==> src/rtl/cmd_arbiter.sv <==
// Two-requester arbiter (UART host / tour sequencer) in front of cmd_proc.
// Define CMD_ARB_RR_EN for round-robin tie-breaking instead of PRIO_TOUR.
module cmd_arbiter #(
  parameter bit PRIO_TOUR = 1'b1,
  parameter int TO_W      = 26
) (
  input  logic        clk,
  input  logic        rst,
  input  logic [15:0] uart_cmd,
  input  logic        uart_cmd_rdy,
  output logic        uart_clr_cmd_rdy,
  output logic        uart_trmt,
  input  logic [15:0] tour_cmd,
  input  logic        tour_cmd_rdy,
  output logic        tour_clr_cmd_rdy,
  output logic        tour_resp_rdy,
  output logic [15:0] cmd,
  output logic        cmd_rdy,
  input  logic        clr_cmd_rdy,
  input  logic        send_resp,
  output logic        owner,
  output logic        busy,
  output logic        timeout_err
);

  typedef enum logic [1:0] {
    IDLE,
    ISSUE,
    WAIT_RESP
  } state_t;

  localparam logic [TO_W-1:0] TO_LAST =
    {TO_W{1'b1}} - 1'b1;

  state_t          state;
  logic [15:0]     cmd_reg;
  logic [TO_W-1:0] cnt;
  logic            req;
  logic            grant_tour;

  assign req  = uart_cmd_rdy | tour_cmd_rdy;
  assign cmd  = cmd_reg;
  assign busy = (state != IDLE);

`ifdef CMD_ARB_RR_EN
  logic last_tour;

  assign grant_tour = tour_cmd_rdy &
    (~uart_cmd_rdy | ~last_tour);

  always_ff @(posedge clk or posedge rst) begin
    if (rst)
      last_tour <= 1'b0;
    else if (state == IDLE && req)
      last_tour <= grant_tour;
  end
`else
  assign grant_tour = tour_cmd_rdy &
    (~uart_cmd_rdy | PRIO_TOUR);
`endif

  always_ff @(posedge clk or posedge rst) begin
    if (rst) begin
      state            <= IDLE;
      cmd_reg          <= '0;
      cmd_rdy          <= 1'b0;
      owner            <= 1'b0;
      cnt              <= '0;
      uart_clr_cmd_rdy <= 1'b0;
      tour_clr_cmd_rdy <= 1'b0;
      uart_trmt        <= 1'b0;
      tour_resp_rdy    <= 1'b0;
      timeout_err      <= 1'b0;
    end else begin
      uart_clr_cmd_rdy <= 1'b0;
      tour_clr_cmd_rdy <= 1'b0;
      uart_trmt        <= 1'b0;
      tour_resp_rdy    <= 1'b0;
      timeout_err      <= 1'b0;
      unique case (state)
        IDLE: begin
          if (req) begin
            cmd_reg          <= grant_tour ? tour_cmd
                                           : uart_cmd;
            owner            <= grant_tour;
            cmd_rdy          <= 1'b1;
            tour_clr_cmd_rdy <= grant_tour;
            uart_clr_cmd_rdy <= ~grant_tour;
            state            <= ISSUE;
          end
        end
        ISSUE: begin
          if (clr_cmd_rdy) begin
            cmd_rdy <= 1'b0;
            cnt     <= '0;
            if (send_resp) begin
              uart_trmt     <= ~owner;
              tour_resp_rdy <= owner;
              state         <= IDLE;
            end else begin
              state <= WAIT_RESP;
            end
          end
        end
        WAIT_RESP: begin
          cnt <= cnt + 1'b1;
          // A response in the final cycle beats the timeout.
          if (send_resp) begin
            uart_trmt     <= ~owner;
            tour_resp_rdy <= owner;
            state         <= IDLE;
          end else if (cnt == TO_LAST) begin
            timeout_err <= 1'b1;
            state       <= IDLE;
          end
        end
        default: state <= IDLE;
      endcase
    end
  end

endmodule

==> config.mk <==
export PLATFORM = sky130hd
export DESIGN_NAME = cmd_arbiter
export DESIGN_NICKNAME = d
export VERILOG_FILES = /design/src/rtl/cmd_arbiter.sv
export SDC_FILE = /design/constraint.sdc
export NUM_CORES = 1
export LEC_CHECK = 0
export BUFFER_PORTS_ARGS = -buffer_cell sky130_fd_sc_hd__buf_2
export CORE_AREA = 2 2 104 56
export DETAILED_ROUTE_END_ITERATION = 8
export DIE_AREA = 0 0 106 58
export PLACE_DENSITY = 0.78
export SKIP_LAST_GASP = 1
export SYNTH_ARGS = -nofsm -noshare
export SYNTH_HDL_FRONTEND = slang
export SYNTH_SLANG_ARGS = --single-unit
==> constraint.sdc <==
create_clock -name clk -period 2.52 [get_ports clk]
set_input_delay 0.504 -clock clk [delete_from_list [all_inputs] [get_ports clk]]
set_output_delay 0.504 -clock clk [all_outputs]
set_load 0.05 [all_outputs]
==> impl_results.md <==
* Port bufs at a little over 60
* Slowest cell delay on critical path at approximately 500 ps
* Die width at roughly 110 µm
* Worst-Margin Slew at 605 ps
* Post-Syn Nets at roughly 320
* Post-synthesis sequential area ratio at 47.2%
* Worst Hold Class: primary input to asynchronous set/reset pin
* WL/cell at 14.7 µm
* WP data required at between 2000 and 3000 ps
* RSZ-0062 raised after global routing: false
* Final cell count without fillers at ~410
* Vias at around 2300
* Die Area at a little over 0.006 mm²
* Status: finished clean
* Pre-CTS setup slack at 365 ps
* Max FO, Critical Path at 11
* Root Buffer: clkbuf_8
* Final WL at 6090 µm
* H-tree Lvls at 2
* Peak supply drop at about 0.63 mV
* Clock Latency Late Sink at 310 ps
* HPWL Detailed at roughly 4600 µm
* Yosys top cell by area: dfrtp_1
* CP Cell Sequence: inv_1, ha_1, mux2_4, nand3_1, or4_1, a21oi_1
* Top cells by area, synth: dfrtp_1 (47%), mux2i_1 (9.3%), nand2_1 (6.0%), o21ai_0 (4.1%), ha_1 (2.3%)
* Clock sinks at between 50 and 60
* Clk buf depth at 2
* Crit path launch type: register
* Largest net degree at the start of global routing at 33
* Routed Antenna Nets at 0
* Post-CTS Repair Setup Buffers at 0
* Setup crit end kind: register
* Hold_buf cts at 0
* Pwr dens at ~960 mW/mm²
* Leak at around 0.0015 µW
* Area grow syn2layout at 16.4%
* Nets@finish at between 300 and 400
* Distinct cells, synth at 45
* DRC violations left at 0
* Ys Warns at 0
* GPL Wtd Cong at 0.858
* Total power at between 3000 and 4000 µW
* Synth Area per Inst at 9.65 µm²
* Max-cap viol count at 0
* Seq cells post-synth at a little over 50
* Routed vias/inst at roughly 5.5
* Boundary Pins at between 60 and 70
* GRT Util Overall at between 20% and 30%
* Min cycle time layout at approximately 2200 ps
* CTS clk-pin slew, worst paths at ~90 ps
* Share of layout cells above drive strength 1 at between 20% and 30%
* # rows at 19
* Final hold violations at 0
* CP bufs+invs at 1
* Period Utilization, post-route at 86.5%
* Via count of the first global-routing pass at roughly 2100
* CTS tree: built
* Netlist Area Pre-Place at 0.00270 mm²
* DR pass1 iterations at 4
* Initial antenna violation count at 0
* Setup ws final at between 300 and 400 ps
* Ant. Diodes at 0
* Final setup fails at 0
* Initial Utilization at around half
* Max FFs per register at 26
* CP arrival at roughly 2400 ps
* Top-area cell type share of the netlist area at a little under half
* Total grt overflow at 0
* Crit-path slowest cell: or4_1
* Core area at 0.00525 mm²
* TritonCTS Buffers at 5
* Slew HR at about 59%
* Slew Viols, Final at 0
* Post_cts resized at 0
* Fmax at roughly 460 MHz
* Setup TNS at 0 ps
* First-pass GRT wire length at 10000 µm
* Cells after Synth at 280
* DP Cell Count at between 400 and 500
* Die Span Y at a little under 60 µm
* DR iter-0 viols at 119
* Delay-heaviest family, CP: simple AND/OR/NAND/NOR gates
* Setup CP Type: register to register
* Setup Skew at between 7 and 8 ps
* Hold_ws at ~170 ps
-- cell families (layout without fill, tap and decap cells) --
kind of cell	count (synthesis)	count (layout)	share of synthesized area [%]
AO/OA/AOI/OAI	52	52	11.8
XOR/XNOR	6	6	1.94
adder cells (fa/ha/maj)	5	5	2.31
buffers and inverters	22	82	4.07
flip-flops	51	51	47.2
multiplexers	26	26	9.81
AND/OR/NAND/NOR	118	118	22.8
-- path summary, 6_finish.rpt --
path	start	to	slack, ps	cells after the start
setup / recovery	state[0]$_DFFE_PP0P_	cnt[21]$_DFFE_PP0P_	340	6
hold / removal	rst	cnt[10]$_DFFE_PP0P_	170	2
setup reg to reg	state[0]$_DFFE_PP0P_	cnt[21]$_DFFE_PP0P_	340	6
hold reg to reg	cmd[11]$_DFFE_PP0P_	cmd[11]$_DFFE_PP0P_	480	2
max in group asynchronous	rst	cnt[2]$_DFFE_PP0P_	1730	3
min in group clk	send_resp	timeout_err$_DFF_PP0_	430	2
-- stage by stage --
step                      area (µm²)  util (%)
after floorplan                 2700         -
after global placement          3060      58.3
after detailed placement        3060      58.3
after CTS                       3150      59.9
after global routing            3150      59.9
final                           3150      59.9
-- placed cells by master, fill, tap and decap left out, types with 6 or more instances in the layout --
master	instances
buf_4	7
dfrtp_1	51
nand3_1	8
a21oi_1	11
o21ai_0	22
nand4_1	10
nor4_1	8
nor2_1	11
mux2i_1	25
buf_2	61
xor2_1	6
nand2b_1	7
nand2_1	43
-- synthesized netlist by cell type --
cell type,n
and4_2,1
a21o_1,1
mux2_4,1
nand3b_1,1
o31a_1,1
and2_2,1
a31oi_1,3
o211ai_1,1
nor2_1,11
a21oi_1,11
o21a_1,1
o31ai_1,5
nand4_1,10
a311oi_1,1
nand2_1,43
nor2b_1,3
or4_1,4
a41o_1,2
nand3_2,1
dfrtp_1,51
or2_1,1
inv_1,6
nor3_1,3
nor3b_1,2
buf_6,2
a311o_1,1
ha_1,5
or3_2,1
and3_1,1
o221ai_1,2
mux2i_1,25
buf_4,1
buf_2,7
and4_1,3
and3_2,1
nand3_1,8
nor4_1,8
and2_1,3
o21ai_0,22
or3_1,4
xor2_1,6
clkbuf_1,6
or2_2,1
o31a_2,1
nand2b_1,7
-- power by group --
part	total, µW	internal [µW]	switching, µW	leakage (µW)
clock	463	196	267	0.0000422
sequential	1110	1000	112	0.000674
combinational	1430	373	1060	0.000779
total	3010	1570	1440	0.00150
-- final cells by class --
type / count / area, µm²
clock buffer: 7 / 76.3
clock inverter: 1 / 5.00
fill: 464 / 2110
inverter: 6 / 22.5
multi-input combinational: 207 / 1320
sequential: 51 / 1280
tap: 73 / 91.3
timing repair buffer: 68 / 358
-- metal layers --
layer,up-vias,track usage (%),routed length (µm)
met5,-,0,0
met4,0,5.83,63
met3,7,4.84,324
met2,56,30.9,2600
met1,1087,31.3,3100
li1,1127,-,-
(Power assumes the default switching activity.)
